<file path="src/rtl/bcd_disp_pkg.sv">
// bcd_disp_pkg: shared FSM state type, segment patterns and BCD helpers
package bcd_disp_pkg;
  typedef enum logic [2:0] {IDLE, UNITS, GAP_U, TENS, GAP_T} state_t;
  localparam logic [6:0] SEG_0 = 7'h3F;
  localparam logic [6:0] SEG_1 = 7'h06;
  localparam logic [6:0] SEG_2 = 7'h5B;
  localparam logic [6:0] SEG_3 = 7'h4F;
  localparam logic [6:0] SEG_4 = 7'h66;
  localparam logic [6:0] SEG_5 = 7'h6D;
  localparam logic [6:0] SEG_6 = 7'h7D;
  localparam logic [6:0] SEG_7 = 7'h07;
  localparam logic [6:0] SEG_8 = 7'h7F;
  localparam logic [6:0] SEG_9 = 7'h6F;
  localparam logic [6:0] SEG_E = 7'h79;
  localparam logic [6:0] SEG_DASH = 7'h40;
  localparam logic [6:0] SEG_OFF = 7'h00;
  localparam logic [5:0] BCD_INVALID = 6'b11_0000;
  // tens must be 0 or 1 and units 0..9; the decoder default code is never displayable
  function automatic logic bcd_valid(input logic [5:0] v);
    return v != BCD_INVALID && !v[5] && v[3:0] < 4'd10;
  endfunction
endpackage

</file>
<file path="src/rtl/bcd_scan_driver_seg7.sv">
// seg7_encode: BCD nibble to active-high gfedcba segment pattern
module seg7_encode
  import bcd_disp_pkg::*;
(
  input  logic [3:0] nib_i,
  output logic [6:0] seg_o
);
  // non-decimal nibbles map to an unlit digit
  always_comb begin
    case (nib_i)
      4'd0: seg_o = SEG_0;
      4'd1: seg_o = SEG_1;
      4'd2: seg_o = SEG_2;
      4'd3: seg_o = SEG_3;
      4'd4: seg_o = SEG_4;
      4'd5: seg_o = SEG_5;
      4'd6: seg_o = SEG_6;
      4'd7: seg_o = SEG_7;
      4'd8: seg_o = SEG_8;
      4'd9: seg_o = SEG_9;
      default: seg_o = SEG_OFF;
    endcase
  end
endmodule

</file>
<file path="src/rtl/bcd_scan_driver.sv">
// bcd_scan_driver: two-digit multiplexed 7-segment driver for a latched BCD value
module bcd_scan_driver
  import bcd_disp_pkg::*;
#(
  parameter int REFRESH_DIV = 50000,
  parameter int GAP_CYC = 2,
  parameter bit BLANK_LZ = 1'b1
) (
  input  logic       clk,
  input  logic       rst_n,
  input  logic [5:0] bcd_in,
  input  logic       load,
  output logic [6:0] seg_n,
  output logic [1:0] an_n,
  output logic       err
);
  localparam int MAXC = REFRESH_DIV > GAP_CYC ? REFRESH_DIV : GAP_CYC;
  localparam int CW = $clog2(MAXC);
  localparam logic [CW-1:0] RLD_DIG = CW'(REFRESH_DIV - 1);
  localparam logic [CW-1:0] RLD_GAP = CW'(GAP_CYC - 1);
  state_t state_q, state_d, nxt;
  logic [CW-1:0] cnt_q, cnt_d;
  logic [5:0] val_q, val_d;
  logic err_q, err_d, blank_t;
  logic [6:0] seg_n_q, seg_n_d, enc;
  logic [1:0] an_n_q, an_n_d;
  logic [3:0] nib;
  // scan sequencing: one down-counter reloaded on every state entry, move on zero
  always_comb begin
    nxt = state_q == UNITS ? GAP_U : state_q == GAP_U ? TENS : state_q == TENS ? GAP_T : UNITS;
    state_d = state_q;
    cnt_d = cnt_q;
    if (state_q == IDLE) begin
      if (load) begin
        state_d = UNITS;
        cnt_d = RLD_DIG;
      end
    end else if (cnt_q == '0) begin
      state_d = nxt;
      cnt_d = (nxt == UNITS || nxt == TENS) ? RLD_DIG : RLD_GAP;
    end else begin
      cnt_d = cnt_q - 1'b1;
    end
  end
  // value capture and display decode use next-state values so a load shows up one cycle later
  always_comb begin
    val_d = load ? bcd_in : val_q;
    err_d = load ? !bcd_valid(bcd_in) : err_q;
    nib = state_d == TENS ? {2'b00, val_d[5:4]} : val_d[3:0];
    blank_t = BLANK_LZ && val_d[5:4] == 2'b00 && !err_d;
    seg_n_d = ~(state_d == UNITS ? (err_d ? SEG_E : enc) :
                state_d == TENS ? (err_d ? SEG_DASH : enc) : SEG_OFF);
    an_n_d = state_d == UNITS ? 2'b10 : (state_d == TENS && !blank_t) ? 2'b01 : 2'b11;
  end
  seg7_encode u_enc (
    .nib_i(nib),
    .seg_o(enc)
  );
  // state, value and registered outputs; async reset blanks the display at once
  always_ff @(posedge clk or negedge rst_n) begin
    if (!rst_n) begin
      state_q <= IDLE;
      cnt_q <= '0;
      val_q <= 6'b00_0000;
      err_q <= 1'b0;
      seg_n_q <= 7'h7F;
      an_n_q <= 2'b11;
    end else begin
      state_q <= state_d;
      cnt_q <= cnt_d;
      val_q <= val_d;
      err_q <= err_d;
      seg_n_q <= seg_n_d;
      an_n_q <= an_n_d;
    end
  end
  assign seg_n = seg_n_q;
  assign an_n = an_n_q;
  assign err = err_q;
endmodule
</file>
<file path="config.mk">
export PLATFORM = sky130hd
export DESIGN_NAME = bcd_scan_driver
export DESIGN_NICKNAME = d
export VERILOG_FILES = /design/src/rtl/bcd_disp_pkg.sv /design/src/rtl/bcd_scan_driver_seg7.sv /design/src/rtl/bcd_scan_driver.sv
export SDC_FILE = /design/constraint.sdc
export NUM_CORES = 1
export LEC_CHECK = 0
export BUFFER_PORTS_ARGS = -buffer_cell sky130_fd_sc_hd__buf_2
export CAP_MARGIN = 25
export CELL_PAD_IN_SITES_DETAIL_PLACEMENT = 1
export CELL_PAD_IN_SITES_GLOBAL_PLACEMENT = 1
export CORE_UTILIZATION = 46
export DETAILED_ROUTE_END_ITERATION = 7
export PLACE_DENSITY = 0.87
export RECOVER_POWER = 50
export SYNTH_ARGS = -nofsm -noshare
export SYNTH_HDL_FRONTEND = slang
export SYNTH_HIERARCHICAL = 1
export SYNTH_SLANG_ARGS = --single-unit
</file>
<file path="constraint.sdc">
create_clock -name clk -period 3.7 [get_ports clk]
set_clock_uncertainty 0.05 [all_clocks]
set_input_delay 0.925 -clock clk [delete_from_list [all_inputs] [get_ports clk]]
set_output_delay 0.925 -clock clk [all_outputs]
set_load 0.01 [all_outputs]
</file>
==> results.toml, run 1 <==
[outcome]
status = "finished, violations left"
violations = "max-capacitance violations, max-slew violations"

[critical_path]
crit_buf_inv = 1
crit_type = "register to register"
timing.rr.start = "cnt_q[6]$_DFFE_PN0P_"
path_cells = "or4_4 > nor4b_4 > nand3_1 > a21oi_2 > mux2_2 > inv_1 > ha_1 > nor2_1 > o21ai_2 > o21ai_0 > o21ai_0"
critPathArrivalTime_ns = 3.38
crit_path_max_incr_delay_ns = 0.58
start_kind = "register"
critical_path.top_delay_family = "simple AND/OR/NAND/NOR gates"
cp_max_fo = 7
end_kind = "register"
reg2reg_slack_ns = 0.47
worst-path-stages = 11
cp.required_ns = 3.85
crit_path_frequent_cell = "o21ai_0"
crit_slowest_cell = "or4_4"
r2r_cells = 11
reg2reg_to = "seg_n[3]$_DFF_PN1_"

[floorplan]
initial_core_util = 0.491
fp.dieH_um = 68.3
dieArea_um2 = 4660
io_pins = 19
rows = 23
die_w_um = 68.3
core-area_um2 = 4120

[power]
power.switching_uw = 198
power_frac_seq = 0.506
swShare = 0.245
cellPowerDensity_nw_per_um2 = 358
intPower_uw = 609
cellLeakagePower_nw = 0.944
clockPowerShare = 0.378
power_frac_comb = 0.115
ir_drop_mv = 0.201

[yosys]
synth-edff-count = 0
synth_cell_types = 51
synthCells = 207
synth-seq-area-share = 0.439
syn-cell-area_um2 = 2020
synth_ff_type = "dfrtp_1"
synth_warnings = 6
syn_nets = 224
ys_ff_latch = 35
syn_area_per_cell_um2 = 9.76
synthArstFlopShare = 1.00

[layout]
final_cell_mix = "dfrtp_1, nor2_1, o21ai_0, buf_2, inv_1"
stdcell_area_um2 = 2250
drive_gt1_frac = 0.228
area_growth_pct = 11.5
multi_input_area_um2 = 1060
final_common_cell = "dfrtp_1"
final-seq-area_um2 = 887
fillers = 479
num_antenna_cells = 0
final_util = 0.547
nets = 244

[global_route]
globalRouteOverflowTotal = 0
grt_max_degree = 36
grt_pass1_vias = 1688
grt.total_usage = 0.243
grt_pass1_wl_mm = 8.18
antenna_found_initial = 0

[routing]
detail_route.wl_per_cell_um = 17.5
drt_iter0_markers = 73
vias = 1606
viasPerCell = 5.78
drc = 0
detail_route.first_pass.iterations = 4
drt-total-wl_mm = 4.86
ant_nets = 0

[clock_network]
cts_hold_buf = 0
cts.sinks = 35
max-clock-path-buffers = 2
postCtsSetupBuffers = 0
cts.clk_slew.worst_paths_ns = 0.07
clkLatencyLatePin_ns = 0.29
cts_root_buffer = "clkbuf_8"
cts_tree = "built"
htree_levels = 2
cts_resized = 0
cts_buffers = 5

[min_path]
hp-start = "val_q[1]$_DFF_PN0_"
worstHoldEndpoint = "val_q[1]$_DFF_PN0_"
hp-class = "register to register"
whs_path_depth = 1

[sta]
slew_viol_final = 36
period_needed_ns = 3.23
worst_pin_slew_ns = 1.88
relSlewSlack = -0.252
fmax_mhz = 310
setup_tns_ns = 0
fin_crit_sh = 0.872
layout_setup_ws_ns = 0.473
hold_viol_final = 0
holdWs_ns = 0.453
rsz0062_at_grt = "false"
setup_violations = 0

[placed_design]
gp_congestion = 0.782
port_buffers = 18
hpwl_mm = 3.55
pre_cts_slack_ns = 0.540
placed_area_um2 = 2150

[flow_run]
maxCapViolations = 1
==> Yosys cell counts (all sizes together), types with 4 or more instances <==
cell type   n  area share
nand3       4      0.0099
a21oi      14       0.038
mux2        7       0.039
ha          8       0.050
a31oi       8       0.025
clkbuf      5      0.0093
xnor2       5       0.022
dfrtp      26        0.32
dfstp       9        0.12
nor3        9       0.025
nor2       18       0.033
nand2b      4       0.012
a211oi      5       0.019
nand2      11       0.022
inv        15       0.028
o21ai      19       0.051
==> how the worst max path moves through the flow <==
| stage | start | slack, ns | to |
|---|---|---|---|
| floorplan | cnt_q[6]$_DFFE_PN0P_ | 0.84 | seg_n[0]$_DFF_PN1_ |
| global placement | cnt_q[6]$_DFFE_PN0P_ | 0.68 | seg_n[3]$_DFF_PN1_ |
| detailed placement | cnt_q[6]$_DFFE_PN0P_ | 0.54 | seg_n[3]$_DFF_PN1_ |
| CTS | cnt_q[6]$_DFFE_PN0P_ | 0.48 | seg_n[3]$_DFF_PN1_ |
| global route | cnt_q[0]$_DFFE_PN0P_ | 0.25 | seg_n[3]$_DFF_PN1_ |
| finish | cnt_q[6]$_DFFE_PN0P_ | 0.47 | seg_n[3]$_DFF_PN1_ |
==> kinds of logic after synthesis <==
| logic type | after synthesis | share of synthesized area |
|---|---|---|
| XOR/XNOR | 5 | 0.0217 |
| flip-flops | 35 | 0.439 |
| buffers and inverters | 20 | 0.0372 |
| AO/OA/AOI/OAI | 66 | 0.223 |
| adder cells (fa/ha/maj) | 8 | 0.0495 |
| multiplexers | 8 | 0.0440 |
| AND/OR/NAND/NOR | 65 | 0.186 |
==> area by class of cell <==
type	count	area share
Clock buffer	8	0.0444
Timing Repair Buffer	18	0.0389
Inverter	15	0.0250
Sequential cell	35	0.394
Tap cell	50	0.0278
Multi-Input combinational cell	152	0.470
==> power by group through the flow <==
stage / Clock (mW) / Sequential [mW] / Combinational (mW)
6_report: 0.306 / 0.409 / 0.0930
5_1_grt: 0.328 / 0.410 / 0.103
4_1_cts: 0.313 / 0.409 / 0.0959
3_5_place_dp: 0 / 0.415 / 0.0954
3_3_place_gp: 0 / 0.415 / 0.0914
2_1_floorplan: 0 / 0.420 / 0.0541
==> layer usage <==
metal	part of all wire	vias to the layer above	global-route usage
met5	0	-	0
met4	0.019	0	0.102
met3	0.025	8	0.0500
met2	0.48	19	0.400
met1	0.48	792	0.305
li1	-	787	-
==> state kept, by name (all words and copies together) (netlist names) <==
register	count
val_q	6
state_q	3
cnt_q	16
an_n	2
seg_n	7
err	1
==> through the flow <==
stage	std cells	total power, mW
global placement	270	0.506
CTS	278	0.818
finish	278	0.807
global route	278	0.841
floorplan	207	0.474
detailed placement	270	0.511
No activity file was read; power rests on OpenSTA's default activity.
==> run 2: changes to the inputs <==
--- a/config.mk
+++ b/config.mk
@@ -5,10 +5,11 @@
 export SDC_FILE = /design/constraint.sdc
 export NUM_CORES = 1
 export LEC_CHECK = 0
-export BUFFER_PORTS_ARGS = -buffer_cell sky130_fd_sc_hd__buf_2
+export BUFFER_PORTS_ARGS = -buffer_cell sky130_fd_sc_hd__buf_4
 export CAP_MARGIN = 25
 export CELL_PAD_IN_SITES_DETAIL_PLACEMENT = 1
 export CELL_PAD_IN_SITES_GLOBAL_PLACEMENT = 1
+export CORE_MARGIN = 1
 export CORE_UTILIZATION = 46
 export DETAILED_ROUTE_END_ITERATION = 7
 export PLACE_DENSITY = 0.87
==> constraint.sdc (replaced) <==
create_clock -name clk -period 3.6 [get_ports clk]
set_clock_uncertainty 0.05 [all_clocks]
set_input_delay 0.9 -clock clk [delete_from_list [all_inputs] [get_ports clk]]
set_output_delay 0.9 -clock clk [all_outputs]
set_load 0.01 [all_outputs]
==> run 2 against run 1 <==
  * The flow still finishes with violations (max-capacitance violations, max-slew violations)
  * Core utilization is 1.2 points higher
  * Cell count is 0.36% higher
  * Via count is 2.2% higher
==> results.toml, run 2 (synthesis gave the netlist of run 1 again) <==
[power]
ir_drop_mv = 0.225
cellPowerDensity_nw_per_um2 = 364
cellLeakagePower_nw = 0.961

[floorplan]
die_w_um = 68.3
fp.dieH_um = 68.3
initial_core_util = 0.491
rows = 23
core-area_um2 = 4120
dieArea_um2 = 4660
io_pins = 19

[clock_network]
cts.sinks = 35
cts.clk_slew.worst_paths_ns = 0.06
cts_hold_buf = 0
cts_root_buffer = "clkbuf_8"
postCtsSetupBuffers = 0
htree_levels = 2
max-clock-path-buffers = 2
cts_tree = "built"
clkLatencyLatePin_ns = 0.29
cts_buffers = 5
cts_resized = 0

[critical_path]
cp_max_fo = 7
crit_path_max_incr_delay_ns = 0.58
critPathArrivalTime_ns = 3.37
cp.required_ns = 3.76
start_kind = "register"
crit_slowest_cell = "or4_4"
critical_path.top_delay_family = "simple AND/OR/NAND/NOR gates"
r2r_cells = 11
path_cells = "or4_4 > nor4b_4 > nand3_1 > a21oi_2 > mux2_2 > inv_1 > ha_1 > nor2_1 > o21ai_2 > o21ai_0 > o21ai_0"
reg2reg_to = "seg_n[3]$_DFF_PN1_"
end_kind = "register"
crit_path_frequent_cell = "o21ai_0"
timing.rr.start = "cnt_q[6]$_DFFE_PN0P_"
crit_buf_inv = 1
crit_type = "register to register"
reg2reg_slack_ns = 0.39

[sta]
hold_viol_final = 0
period_needed_ns = 3.21
relSlewSlack = -0.255
fin_crit_sh = 0.892
slew_viol_final = 36
setup_violations = 0
layout_setup_ws_ns = 0.390
worst_pin_slew_ns = 1.88
rsz0062_at_grt = "false"
fmax_mhz = 312
setup_tns_ns = 0

[min_path]
worstHoldEndpoint = "val_q[3]$_DFF_PN0_"
hp-class = "register to register"
whs_path_depth = 1
hp-start = "val_q[3]$_DFF_PN0_"

[global_route]
antenna_found_initial = 0
globalRouteOverflowTotal = 0
grt.total_usage = 0.253
grt_max_degree = 36
grt_pass1_vias = 1744
grt_pass1_wl_mm = 8.60

[layout]
final_cells = 279
fillers = 473
nets = 245
largest_register_ff_count = 16
drive_gt1_frac = 0.231
num_antenna_cells = 0
final_cell_mix = "dfrtp_1, nor2_1, o21ai_0, buf_4, inv_1"
regMostFlops = "cnt_q"
final_common_cell = "dfrtp_1"
area_growth_pct = 13.8

[routing]
detail_route.first_pass.iterations = 4
viasPerCell = 5.89
drt_iter0_markers = 115
detail_route.wl_per_cell_um = 18.2
vias = 1642
ant_nets = 0
drt-total-wl_mm = 5.07
drc = 0

[outcome]
status = "finished, violations left"
violations = "max-capacitance violations, max-slew violations"

[placed_design]
placed_cells = 270
hpwl_mm = 3.61
gp_congestion = 0.760
pre_cts_slack_ns = 0.443
port_buffers = 18

[flow_run]
maxCapViolations = 1
-- run 2: power breakdown --
group	total [mW]	switching [mW]	internal [mW]
Sequential	0.420	0.00521	0.415
Combinational	0.104	0.0607	0.0433
Clock	0.312	0.137	0.175
Total	0.836	0.203	0.633
-- run 2: routing by layer --
layer  global-route usage  vias to the layer above  wire, um
met4               0.0703                        0        44
met1                0.332                      828      2470
met2                0.425                       18      2480
met3               0.0400                        6        72
li1                     -                      790         -
met5                    0                        -         0
-- run 2: area by class of cell --
| type | instances | area [um^2] | share of cell area |
|---|---|---|---|
| Timing Repair Buffer | 19 | 135 | 0.0588 |
| Sequential cell | 35 | 887 | 0.386 |
| Inverter | 15 | 56.3 | 0.0245 |
| Clock buffer | 8 | 100 | 0.0435 |
| Multi-Input combinational cell | 152 | 1060 | 0.460 |
| Tap cell | 50 | 62.6 | 0.0272 |
-- run 2: stage by stage --
| step | utilization | hold slack [ns] | power, mW | area (um^2) |
|---|---|---|---|---|
| 3_5_place_dp | 0.535 | 0.430 | 0.533 | 2200 |
| 6_report | 0.559 | 0.441 | 0.836 | 2300 |
| 5_1_grt | 0.559 | 0.459 | 0.869 | 2300 |
| 2_1_floorplan | - | 0.397 | 0.487 | 2020 |
| 3_3_place_gp | 0.535 | 0.424 | 0.528 | 2200 |
| 4_1_cts | 0.559 | 0.446 | 0.847 | 2300 |
-- run 2: worst max-delay path by stage --
stage,from,endpoint,cells after the start
finish,cnt_q[6]$_DFFE_PN0P_,seg_n[3]$_DFF_PN1_,11
global route,cnt_q[0]$_DFFE_PN0P_,seg_n[0]$_DFF_PN1_,13
detailed placement,cnt_q[7]$_DFFE_PN0P_,seg_n[3]$_DFF_PN1_,11
floorplan,cnt_q[6]$_DFFE_PN0P_,seg_n[0]$_DFF_PN1_,11
global placement,cnt_q[6]$_DFFE_PN0P_,seg_n[3]$_DFF_PN1_,11
CTS,cnt_q[6]$_DFFE_PN0P_,seg_n[0]$_DFF_PN1_,11
-- run 2: worst reg2reg max path, stage by stage, from the launching register on --
cell     delay [ns]
dfrtp_1        0.45
or4_4          0.58
nor4b_4        0.40
nand3_1        0.15
a21oi_2        0.28
mux2_2         0.46
inv_1          0.14
ha_1           0.16
nor2_1         0.05
o21ai_2        0.15
o21ai_0        0.10
o21ai_0        0.17
